`src/rtl/ddr2_cmd_arbiter_pkg.sv`:
```
// Shared types and helpers for the DDR2 command-bus arbiter.
// Command encodings, arbiter FSM states and block-write length decode.
package ddr2_cmd_arbiter_pkg;

  localparam int unsigned CmdW  = 3;
  localparam int unsigned SzW   = 2;
  localparam int unsigned OpW   = 3;
  localparam int unsigned AddrW = 25;
  localparam int unsigned DataW = 16;
  localparam int unsigned BeatW = 6;

  typedef enum logic [CmdW-1:0] {
    CmdNop   = 3'd0,
    CmdScRd  = 3'd1,
    CmdScWr  = 3'd2,
    CmdBlkRd = 3'd3,
    CmdBlkWr = 3'd4,
    CmdAtRd  = 3'd5,
    CmdAtWr  = 3'd6,
    CmdNop7  = 3'd7
  } ddr2_cmd_e;

  typedef enum logic [1:0] {
    StIdle,
    StIssue,
    StBlkwr
  } arb_state_e;

  // Block-write length in words: 4, 8, 16 or 32.
  function automatic logic [BeatW-1:0] blk_words(input logic [SzW-1:0] sz);
    return BeatW'(4) << sz;
  endfunction

endpackage

```
`src/rtl/ddr2_cmd_arbiter_rr_arbiter.sv`:
```
// Combinational round-robin pick: first set request scanning upward (with wrap)
// from the slot after ptr.
module ddr2_cmd_arbiter_rr_arbiter #(
  parameter int unsigned NUM_REQ = 4
) (
  input  logic [NUM_REQ-1:0]         req,
  input  logic [$clog2(NUM_REQ)-1:0] ptr,
  output logic [$clog2(NUM_REQ)-1:0] winner,
  output logic                       any_valid
);

  localparam int unsigned IdxW = $clog2(NUM_REQ);

  int unsigned idx;

  always_comb begin
    winner    = '0;
    any_valid = 1'b0;
    idx       = 0;
    // Scan from the farthest slot down so the nearest requester overwrites last.
    for (int off = int'(NUM_REQ); off >= 1; off--) begin
      idx = (int'(ptr) + off) % NUM_REQ;
      if (req[IdxW'(idx)]) begin
        winner    = IdxW'(idx);
        any_valid = 1'b1;
      end
    end
  end

endmodule

```
`src/rtl/ddr2_cmd_arbiter.sv`:
```
// Round-robin arbiter sharing the DDR2 controller command bus among NUM_REQ requesters.
// Defining DDR2_ARB_WATCHDOG_EN adds a block-write fetch timeout (wdog_err).
module ddr2_cmd_arbiter
  import ddr2_cmd_arbiter_pkg::*;
#(
  parameter int unsigned NUM_REQ    = 4,
  parameter int unsigned WDOG_LIMIT = 255
) (
  input  logic                         clk,
  input  logic                         reset,
  input  logic [NUM_REQ-1:0]           req_valid,
  input  logic [3*NUM_REQ-1:0]         req_cmd,
  input  logic [2*NUM_REQ-1:0]         req_sz,
  input  logic [3*NUM_REQ-1:0]         req_op,
  input  logic [25*NUM_REQ-1:0]        req_addr,
  input  logic [16*NUM_REQ-1:0]        req_din,
  output logic [NUM_REQ-1:0]           req_ready,
  output logic [NUM_REQ-1:0]           req_data_pop,
  output logic [$clog2(NUM_REQ)-1:0]   grant_id,
  input  logic                         ready,
  input  logic                         fetching,
  output logic [2:0]                   cmd,
  output logic [1:0]                   sz,
  output logic [2:0]                   op,
  output logic [24:0]                  addr,
  output logic [15:0]                  din,
  output logic                         wdog_err
);

  localparam int unsigned IdxW = $clog2(NUM_REQ);

  logic [CmdW-1:0]  cmd_arr  [NUM_REQ];
  logic [SzW-1:0]   sz_arr   [NUM_REQ];
  logic [OpW-1:0]   op_arr   [NUM_REQ];
  logic [AddrW-1:0] addr_arr [NUM_REQ];
  logic [DataW-1:0] din_arr  [NUM_REQ];

  for (genvar i = 0; i < NUM_REQ; i++) begin : g_unpack
    assign cmd_arr[i]  = req_cmd[CmdW*i +: CmdW];
    assign sz_arr[i]   = req_sz[SzW*i +: SzW];
    assign op_arr[i]   = req_op[OpW*i +: OpW];
    assign addr_arr[i] = req_addr[AddrW*i +: AddrW];
    assign din_arr[i]  = req_din[DataW*i +: DataW];
  end

  arb_state_e       state_q, state_d;
  logic [CmdW-1:0]  cmd_q, cmd_d;
  logic [SzW-1:0]   sz_q, sz_d;
  logic [OpW-1:0]   op_q, op_d;
  logic [AddrW-1:0] addr_q, addr_d;
  logic [IdxW-1:0]  grant_q, grant_d;
  logic [IdxW-1:0]  ptr_q, ptr_d;
  logic [BeatW-1:0] beats_q, beats_d;

  logic [IdxW-1:0]  winner;
  logic             any_valid;
  logic             accept;

  ddr2_cmd_arbiter_rr_arbiter #(
    .NUM_REQ(NUM_REQ)
  ) u_rr (
    .req      (req_valid),
    .ptr      (ptr_q),
    .winner   (winner),
    .any_valid(any_valid)
  );

`ifdef DDR2_ARB_WATCHDOG_EN
  localparam int unsigned WdogW = $clog2(WDOG_LIMIT + 1);
  logic [WdogW-1:0] idle_q, idle_d;
  logic             wdog_err_q, wdog_err_d;
`endif

  // NOP encodings are acknowledged without waiting for the controller.
  assign accept = ready || (cmd_q == CmdNop) || (cmd_q == CmdNop7);

  always_comb begin
    state_d      = state_q;
    cmd_d        = cmd_q;
    sz_d         = sz_q;
    op_d         = op_q;
    addr_d       = addr_q;
    grant_d      = grant_q;
    ptr_d        = ptr_q;
    beats_d      = beats_q;
    req_ready    = '0;
    req_data_pop = '0;
    din          = '0;
`ifdef DDR2_ARB_WATCHDOG_EN
    idle_d       = '0;
    wdog_err_d   = wdog_err_q;
`endif
    unique case (state_q)
      StIdle: begin
        if (any_valid) begin
          cmd_d   = cmd_arr[winner];
          sz_d    = sz_arr[winner];
          op_d    = op_arr[winner];
          addr_d  = addr_arr[winner];
          grant_d = winner;
          ptr_d   = winner;
          state_d = StIssue;
        end
      end
      StIssue: begin
        din = din_arr[grant_q];
        if (accept) begin
          req_ready[grant_q] = !reset;
          cmd_d              = CmdNop;
          if (cmd_q == CmdBlkWr) begin
            beats_d = blk_words(sz_q);
            state_d = StBlkwr;
          end else begin
            state_d = StIdle;
          end
        end
      end
      StBlkwr: begin
        din = din_arr[grant_q];
        if (fetching) begin
          req_data_pop[grant_q] = !reset;
          beats_d               = beats_q - BeatW'(1);
          if (beats_q == BeatW'(1)) begin
            state_d = StIdle;
          end
        end
`ifdef DDR2_ARB_WATCHDOG_EN
        else begin
          idle_d = idle_q + 1'b1;
          // Remaining beats are abandoned; the requester sees no further pops.
          if (idle_d == WdogW'(WDOG_LIMIT)) begin
            wdog_err_d = 1'b1;
            state_d    = StIdle;
          end
        end
`endif
      end
      default: begin
        state_d = StIdle;
      end
    endcase
  end

  always_ff @(posedge clk) begin
    if (reset) begin
      state_q <= StIdle;
      cmd_q   <= '0;
      sz_q    <= '0;
      op_q    <= '0;
      addr_q  <= '0;
      grant_q <= '0;
      ptr_q   <= IdxW'(NUM_REQ - 1);
      beats_q <= '0;
    end else begin
      state_q <= state_d;
      cmd_q   <= cmd_d;
      sz_q    <= sz_d;
      op_q    <= op_d;
      addr_q  <= addr_d;
      grant_q <= grant_d;
      ptr_q   <= ptr_d;
      beats_q <= beats_d;
    end
  end

`ifdef DDR2_ARB_WATCHDOG_EN
  always_ff @(posedge clk) begin
    if (reset) begin
      idle_q     <= '0;
      wdog_err_q <= 1'b0;
    end else begin
      idle_q     <= idle_d;
      wdog_err_q <= wdog_err_d;
    end
  end

  assign wdog_err = wdog_err_q;
`else
  logic unused_wdog_limit;
  assign unused_wdog_limit = ^WDOG_LIMIT;
  assign wdog_err          = 1'b0;
`endif

  assign cmd      = cmd_q;
  assign sz       = sz_q;
  assign op       = op_q;
  assign addr     = addr_q;
  assign grant_id = grant_q;

endmodule

```
`config.mk`:
```
export PLATFORM = sky130hd
export DESIGN_NAME = ddr2_cmd_arbiter
export DESIGN_NICKNAME = d
export VERILOG_FILES = /design/src/rtl/ddr2_cmd_arbiter_pkg.sv /design/src/rtl/ddr2_cmd_arbiter_rr_arbiter.sv /design/src/rtl/ddr2_cmd_arbiter.sv
export SDC_FILE = /design/constraint.sdc
export NUM_CORES = 1
export LEC_CHECK = 0
export ABC_AREA = 1
export CORE_AREA = 2 2 104 106
export CTS_BUF_LIST = sky130_fd_sc_hd__clkbuf_8
export CTS_CLUSTER_DIAMETER = 50
export DETAILED_ROUTE_END_ITERATION = 12
export DIE_AREA = 0 0 106 108
export PLACE_DENSITY_LB_ADDON = 0.05
export SLEW_MARGIN = 5
export SYNTH_ARGS = -nofsm -noshare
export SYNTH_HDL_FRONTEND = slang
export SYNTH_SLANG_ARGS = --single-unit
```
`constraint.sdc`:
```
create_clock -name clk -period 2.7 [get_ports clk]
set_input_delay 0.27 -clock clk [delete_from_list [all_inputs] [get_ports clk]]
set_output_delay 0.27 -clock clk [all_outputs]
set_load 0.02 [all_outputs]
```
# Yosys cells after proc, flatten, opt, wreduce, memory -nomap -nowiden
# Cells that the tools add are included.
[word_totals]
memories = 0
mem_bits_ro = 0
input_bits = 204
regBits = 45
ram_bits = 0
elab_cells = 99
output_inout_bits = 60
latchBits = 0
[classes]
eq_ne = 10
bitwise_logic = 3
n_lt_le_gt_ge = 8
mul = 0
n_mux = 51
n_div = 0
reduce_logical = 13
add_sub_neg = 5
n_shift = 1
[op_table]
columns = ["op", "count"]
rows = [
  ["25-bit binary-select mux with 2-bit select", 1],
  ["25-bit 2-to-1 mux", 2],
  ["16-bit 2-to-1 mux", 3],
  ["16-bit binary-select mux with 2-bit select", 1],
  ["2-bit 2-to-1 mux", 11],
  ["3-bit 2-to-1 mux", 6],
  ["6-bit 2-to-1 mux", 3],
  ["4-bit 2-to-1 mux", 4],
  ["2-bit by 3-bit less-than comparator with 1-bit output, second input constant", 5],
  ["3-bit binary-select mux with 2-bit select", 2],
  ["6-bit one-hot mux with 2 select lines", 1],
  ["2-bit != test, second input constant", 5],
  ["1-bit 2-to-1 mux", 9],
  ["1-bit binary-select mux with 2-bit select", 4],
  ["4-bit AND reduction", 2],
  ["3-bit equality test, second input constant", 2],
  ["6-bit by 1-bit equality test with 1-bit output, second input constant", 1],
  ["3-bit greater-or-equal comparator, second input constant", 2],
  ["2-bit NOT with 3-bit output", 2],
  ["2-bit one-hot mux with 3 select lines", 1],
  ["3-bit one-hot mux with 2 select lines", 1],
  ["3-bit by 2-bit left shift with 6-bit output, first input constant", 1],
  ["6-bit by 1-bit subtractor with 6-bit output, second input constant", 1],
  ["2-bit by 1-bit adder with 2-bit output, second input constant", 2],
  ["16 further kinds", 19],
]

# Logic depth before layout (Yosys ltp)
# Gate-level depths: netlist of the first run.
[logic_depth]
depth_word = 13
depth_mapped = 16

# By module
# A second synthesis of the first run with hierarchy kept.
[hier_totals]
hier_cells = 638
area_unflattened_um2 = 3654.8
[by_module_without_submodules]
columns = ["module", "area_per_inst_um2", "instances", "cells_per_inst"]
rows = [
  ["ddr2_cmd_arbiter", 3428.3, 1, 589],
  ["ddr2_cmd_arbiter_rr_arbiter", 226.5, 1, 49],
]

# Worst setup path before layout of the first run
# Ideal clock, no wire load.
[synth_timing]
path_type = "reg2out"
startpoint = "register grant_q[0] (netlist: grant_id[0])"
endpoint = "output port din[0]"
path_stages_with_launch = 6
slack_ns = 0.787
required_ns = 2.430
t_arrival_ns = 1.643
cell_sequence = "dfxtp_1 -> inv_1 -> nor2_1 -> clkbuf_1 -> a22oi_1 -> a21oi_1"
[synth_via]
elab_chain_len = 5
[synth_rtl]
columns = ["item", "line_no", "rtl"]
rows = [
  ["start: declaration", "ddr2_cmd_arbiter.sv:51", "logic [IdxW-1:0] grant_q, grant_d;"],
  ["start signal: assignment", "ddr2_cmd_arbiter.sv:160", "grant_q <= grant_d;"],
  ["2-bit NOT with 3-bit output (implied by the code)", "ddr2_cmd_arbiter.sv:106, ddr2_cmd_arbiter.sv:119", ""],
  ["16-bit binary-select mux with 2-bit select", "ddr2_cmd_arbiter.sv:106, ddr2_cmd_arbiter.sv:119", ""],
  ["16-bit 2-to-1 mux (implied by the code) (2 in series)", "ddr2_cmd_arbiter.sv:106, ddr2_cmd_arbiter.sv:119", ""],
  ["16-bit 2-to-1 mux", "--", ""],
  ["end: declaration", "ddr2_cmd_arbiter.sv:26", "output logic [15:0] din,"],
]
# No other way between the ends. The select of a mux whose other input is x is not followed.

# Worst setup path in the final report of the first run
[layout_timing]
startpoint = "register grant_q[1] (netlist: grant_id[1])"
endpoint = "output port din[5]"
# The elaborated chain is that of the path after synthesis.

==> flow_summary.json, run 1 <==
{
  "fin_nets": 1034,
  "yosysTopAreaCellShare_pct": 25.1,
  "clock_latency_ps": 300,
  "reg2reg_from": "ptr_q[0]",
  "async_flop_share_pct": 0,
  "dpl_cell_area_sq_mm": 0.00623,
  "synth_area_leader_cell": "dfxtp_1",
  "grt_pass1_wl_microns": 23600,
  "worst-setup-path-type": "reg2out",
  "period_minus_slack_ps": 2440,
  "cts-buffers-inserted": 5,
  "vias": 4992,
  "reg2reg_depth": 11,
  "drt_iter0_markers": 330,
  "required_ps": 2430,
  "antenna_found_initial": 0,
  "setup_tns_ps": 0,
  "clock_sinks": 45,
  "dp_hpwl_microns": 11400,
  "hold-path-cell-count": 2,
  "r2r_slack_ps": 400,
  "syn_nets": 801,
  "p_leak_uw": 0.00258,
  "fp.dieH_microns": 108,
  "port_buffers": 262,
  "core_area_sq_mm": 0.0102,
  "wl_per_cell_microns": 15.5,
  "setup_viol": 0,
  "drv_slew": 0,
  "tightest_slew_ps": 898,
  "holdPathEnd": "addr[13]",
  "synth.most_common_cell": "nand3_1",
  "die_w_microns": 106,
  "drc": 0,
  "peakVddDrop_mv": 0.744,
  "critical-path-max-stage-delay_ps": 610,
  "ys_seq_elements": 45,
  "power.density_mw_per_mm2": 1130,
  "worstPathCellList": "nand2_1 > clkinv_1 > a22oi_1 > a21oi_1 > clkdlybuf4s50_1",
  "synth_common_cells": "nand3_1, nand2_1, a21oi_1, dfxtp_1, o21ai_0",
  "multi_input_area_sq_mm": 0.00230,
  "synth.area.top_cells": "dfxtp_1, nand3_1, nand2_1",
  "synth-edff-count": 0,
  "gp_congestion": 0.922,
  "nFillCells": 964,
  "clock-skew-final_ps": 6.11,
  "grt_max_degree": 68,
  "synth_cells": 592,
  "rsz0062_at_grt": "false",
  "viasPerCell": 5.19,
  "post-cts-setup-buffers": 0,
  "cp-end-kind": "primary output",
  "worstHoldPathType": "reg2reg",
  "dr.pass1.iters": 5,
  "htree_levels": 2,
  "start_util_pct": 35.1,
  "syn_to_final_growth_pct": 76.2,
  "rr_endpoint": "op[0]",
  "syn_area_sq_mm": 0.00359,
  "hold_start": "addr[13]",
  "max-cap-violations": 0,
  "totalWireLength_microns": 15000,
  "grt_pass1_vias": 4772,
  "rows": 37,
  "root_buffer": "clkbuf_8",
  "final_util_pct": 61.9,
  "grt_overflow": 0,
  "syn_area_per_cell_sq_um": 6.07,
  "cts_tree": "yes",
  "seq_area_frac_synth_pct": 25.1,
  "hold_viol": 0,
  "ios": 264,
  "fin_area_sq_mm": 0.00633,
  "synth_flop_cell": "dfxtp_1",
  "critPathMaxFanout": 17,
  "seq_area_sq_um": 901,
  "ant_nets": 0,
  "cp.arrival_ps": 2170,
  "slew_headroom_pct": 40.0,
  "period_share_pct": 90.3,
  "setup.worst_path.start_class": "flip-flop",
  "yosys_warnings": 0,
  "grtUsageTotal_pct": 25.2,
  "setup_slack_ps": 261,
  "clkTransAtPathRegs_ps": 90,
  "layout-drive-gt1-share_pct": 4.12,
  "preCtsSetupSlack_ps": 235,
  "cpMaxStageDelayCell": "clkdlybuf4s50_1",
  "antennaDiodeCount": 0,
  "timing.fmax_ghz": 0.410,
  "dieArea_sq_mm": 0.0114,
  "ys_types": 29,
  "cts_max_path_buffers": 2,
  "status": "complete, no violations"
}
-- timing repair --
| item | in CTS | in global routing |
|---|---|---|
| hold endpoints to repair | 0 | 0 |
| gates resized for setup | 0 | 1 |
| hold buffers | 0 | 0 |
| setup endpoints to repair | 0 | 1 |
-- how the worst max path moves through the flow --
stage	startpoint	end	slack, ps	cells past startpoint
floorplan	grant_id[0]	din[0]	790	5
global placement	req_valid[3]	addr[2]	390	11
detailed placement	req_valid[3]	op[0]	230	11
CTS	grant_id[0]	din[10]	170	6
global route	grant_id[1]	din[6]	100	5
finish	grant_id[1]	din[5]	260	5
-- power by group --
part	switching, uW	leakage [uW]	total (uW)	internal (uW)
combinational	3390	0.00215	5550	2150
sequential	189	0.000373	1130	945
clock	240	0.0000512	448	208
-- per-layer routing --
layer | vias up | global-route usage (%) | share of wire (%)
met5 | - | 0 | 0
met4 | 0 | 5.83 | 1.8
met3 | 25 | 6.21 | 8.0
met2 | 215 | 46.4 | 50
met1 | 2246 | 29.5 | 40
li1 | 2506 | - | -
-- sequential cells by signal, indices dropped and copies added (netlist names) --
signal and flops:
ptr_q 2, sz 2, beats_q 6, grant_id 2, op 3, state_q 2, addr 25, cmd 3
-- cell families (layout without fill, tap and decap cells) --
kind of cell / count (synthesis) / after routing / synth area share, %
fa+ha+maj: 5 / 5 / 1.74
xor+xnor: 1 / 1 / 0.244
compound gates: 142 / 142 / 22.5
flops: 45 / 45 / 25.1
buf+inv: 79 / 313 / 10.9
simple gates: 319 / 319 / 39.4
other cells: 1 / 1 / 0.104
-- area by class of cell --
cell class	instances	share of cell area [%]
timing repair buffer	272	43.2
sequential	45	14.2
tap	136	2.69
multi-input combinational	468	36.3
clock inverter	2	0.217
clock buffer	6	1.30
inverter	33	2.06
-- through the flow --
step           std cells  hold slack, ps  total power (uW)
6_report             962             526              7130
5_1_grt              962             557              7840
4_1_cts              962             526              7150
3_5_place_dp         954             509              6690
3_3_place_gp         954             489              6560
2_1_floorplan        592             474              4980
-- placed cells by master, fill, tap and decap left out, types with 2 or more instances in the layout --
cell type / Yosys / final
nand3_1: 147 / 147
a31oi_1: 2 / 2
o211ai_1: 3 / 3
clkbuf_8: 0 / 6
a22oi_1: 32 / 32
nor2_1: 17 / 17
buf_4: 8 / 7
inv_2: 4 / 4
clkdlybuf4s50_1: 0 / 262
a21oi_1: 62 / 62
ha_1: 5 / 5
buf_12: 0 / 3
nor3_1: 3 / 3
o21ai_0: 33 / 33
nand2_2: 7 / 7
nand2_1: 141 / 141
inv_1: 26 / 26
o21ai_1: 8 / 8
dfxtp_1: 45 / 45
-- worst max-delay path: cells and delay by family, from the launching register on --
kind | cells | cell delay (ps)
buf+inv | 2 | 1020
simple gates | 1 | 80
compound gates | 2 | 410
flops | 1 | 370
No activity file was read; power rests on OpenSTA's default activity.
==> run 2, diff against run 1 <==
SLEW_MARGIN = 20   (was 5)
==> results of run 2 <==
Final layout, timing and power as in run 1 (identical DEF).
==> run 3, diff against run 2 <==
CELL_PAD_IN_SITES_DETAIL_PLACEMENT = 0   (was not set)
CELL_PAD_IN_SITES_GLOBAL_PLACEMENT = 1   (was not set)
CORE_AREA = not set   (was 2 2 104 106)
CORE_UTILIZATION = 24   (was not set)
DIE_AREA = not set   (was 0 0 106 108)
==> flow_summary.json, run 3 (synthesis gave the netlist of run 1 again) <==
{
  "grt_pass1_wl_microns": 25100,
  "cts_tree": "yes",
  "slew_headroom_pct": 36.4,
  "hold-path-cell-count": 2,
  "clkTransAtPathRegs_ps": 90,
  "layout-drive-gt1-share_pct": 4.00,
  "critPathMaxFanout": 17,
  "required_ps": 2430,
  "holdPathEnd": "beats_q[1]",
  "worstHoldPathType": "reg2reg",
  "cp.arrival_ps": 2170,
  "max-cap-violations": 0,
  "fp.dieH_microns": 124,
  "core_area_sq_mm": 0.0146,
  "antenna_found_initial": 0,
  "totalWireLength_microns": 15500,
  "dr.pass1.iters": 4,
  "period_share_pct": 90.5,
  "layout_common_cells": "clkdlybuf4s50_1, nand3_1, nand2_1, a21oi_1, dfxtp_1",
  "netSwitchingPower_uw": 3880,
  "dp_hpwl_microns": 11400,
  "status": "complete, no violations",
  "cts-buffers-inserted": 5,
  "preCtsSetupSlack_ps": 197,
  "cts_max_path_buffers": 2,
  "antennaDiodeCount": 0,
  "switching_share_pct": 53.6,
  "reg2reg_from": "ptr_q[0]",
  "path_buf_inv": 2,
  "cp-end-kind": "primary output",
  "ant_nets": 0,
  "drt_iter0_markers": 261,
  "grt_pass1_vias": 4931,
  "worst-setup-path-type": "reg2out",
  "r2r_slack_ps": 420,
  "grt_max_degree": 68,
  "drc": 0,
  "clock_sinks": 45,
  "multi_input_area_sq_mm": 0.00230,
  "start_util_pct": 24.6,
  "rr_endpoint": "op[0]",
  "hold_viol": 0,
  "p_leak_uw": 0.00258,
  "htree_levels": 2,
  "largest_register_ffs": 25,
  "gp_congestion": 0.910,
  "clock-skew-final_ps": 20.6,
  "p_int_uw": 3350,
  "ios": 264,
  "wl_per_cell_microns": 15.3,
  "cpMaxStageDelayCell": "clkdlybuf4s50_1",
  "syn_to_final_growth_pct": 78.3,
  "fin_nets": 1033,
  "worstPathCellList": "nand2_1 > clkinv_1 > a22oi_1 > a21oi_1 > clkdlybuf4s50_1",
  "critical-path-max-stage-delay_ps": 580,
  "grt_overflow": 0,
  "cts_resized": 0,
  "drv_slew": 0,
  "p_comb_share_pct": 77.8,
  "grtUsageTotal_pct": 19.5,
  "p_total_uw": 7230,
  "dieArea_sq_mm": 0.0155,
  "vias": 4942,
  "die_w_microns": 124,
  "peakVddDrop_mv": 0.721,
  "power_frac_seq_pct": 15.6,
  "hold_start": "beats_q[1]",
  "setup_viol": 0,
  "nFillCells": 1489,
  "power.density_mw_per_mm2": 1130,
  "viasPerCell": 4.90,
  "postCtsHoldBufs": 0,
  "root_buffer": "clkbuf_8",
  "crit_cells": 5,
  "reg2reg_depth": 11,
  "cp_top_family": "buffers and inverters",
  "period_minus_slack_ps": 2440,
  "port_buffers": 262,
  "post-cts-setup-buffers": 0,
  "setup_slack_ps": 256,
  "timing.fmax_ghz": 0.409,
  "seq_area_sq_um": 901,
  "setup_tns_ps": 0,
  "rows": 44,
  "p_clk_share_pct": 6.6,
  "cp-startpoint": "grant_id[1]",
  "clock_latency_ps": 300,
  "final_common_cell": "clkdlybuf4s50_1",
  "tightest_slew_ps": 953,
  "rsz0062_at_grt": "false",
  "setup.worst_path.start_class": "flip-flop"
}
[run 3: how the worst max path moves through the flow]
stage / to / slack [ps]
3_5_place_dp: grant_id[1] / 200
5_1_grt: din[10] / 30
4_1_cts: din[14] / 130
6_report: din[14] / 260
2_1_floorplan: din[0] / 790
3_3_place_gp: addr[4] / 320
[run 3: cell type report]
type	count	area share, %
inverter	33	2.03
tap	184	3.59
sequential	45	14.1
clock buffer	7	1.50
clock inverter	1	0.137
timing repair buffer	271	42.8
multi-input combinational	468	35.9
[run 3: worst min-delay path, cell delays in order (launching register included)]
cell and delay, ps:
dfxtp_1 310, inv_1 100, a21oi_1 80
[run 3: stage by stage]
stage	area [sq um]	util [%]	hold slack, ps	std cells
6_report	6400	43.9	521	1009
5_1_grt	6400	43.9	536	1009
4_1_cts	6400	43.9	524	1009
2_1_floorplan	3590	-	474	592
3_5_place_dp	6300	43.2	509	1001
3_3_place_gp	6300	43.2	489	1001
[run 3: metal layers]
layer	vias up	GRT usage (%)	wire length, microns
li1	2502	-	-
met1	2235	23.6	6790
met2	192	34.4	7300
met3	13	4.94	1220
met4	0	4.25	177
met5	-	0	0
[run 3: power groups by stage]
stage / registers, uW / logic (uW) / clock network, uW
finish: 1130 / 5620 / 479
global route: 1160 / 6270 / 532
CTS: 1130 / 5680 / 496
detailed placement: 1140 / 5660 / 0
global placement: 1140 / 5620 / 0
floorplan: 1330 / 3650 / 0
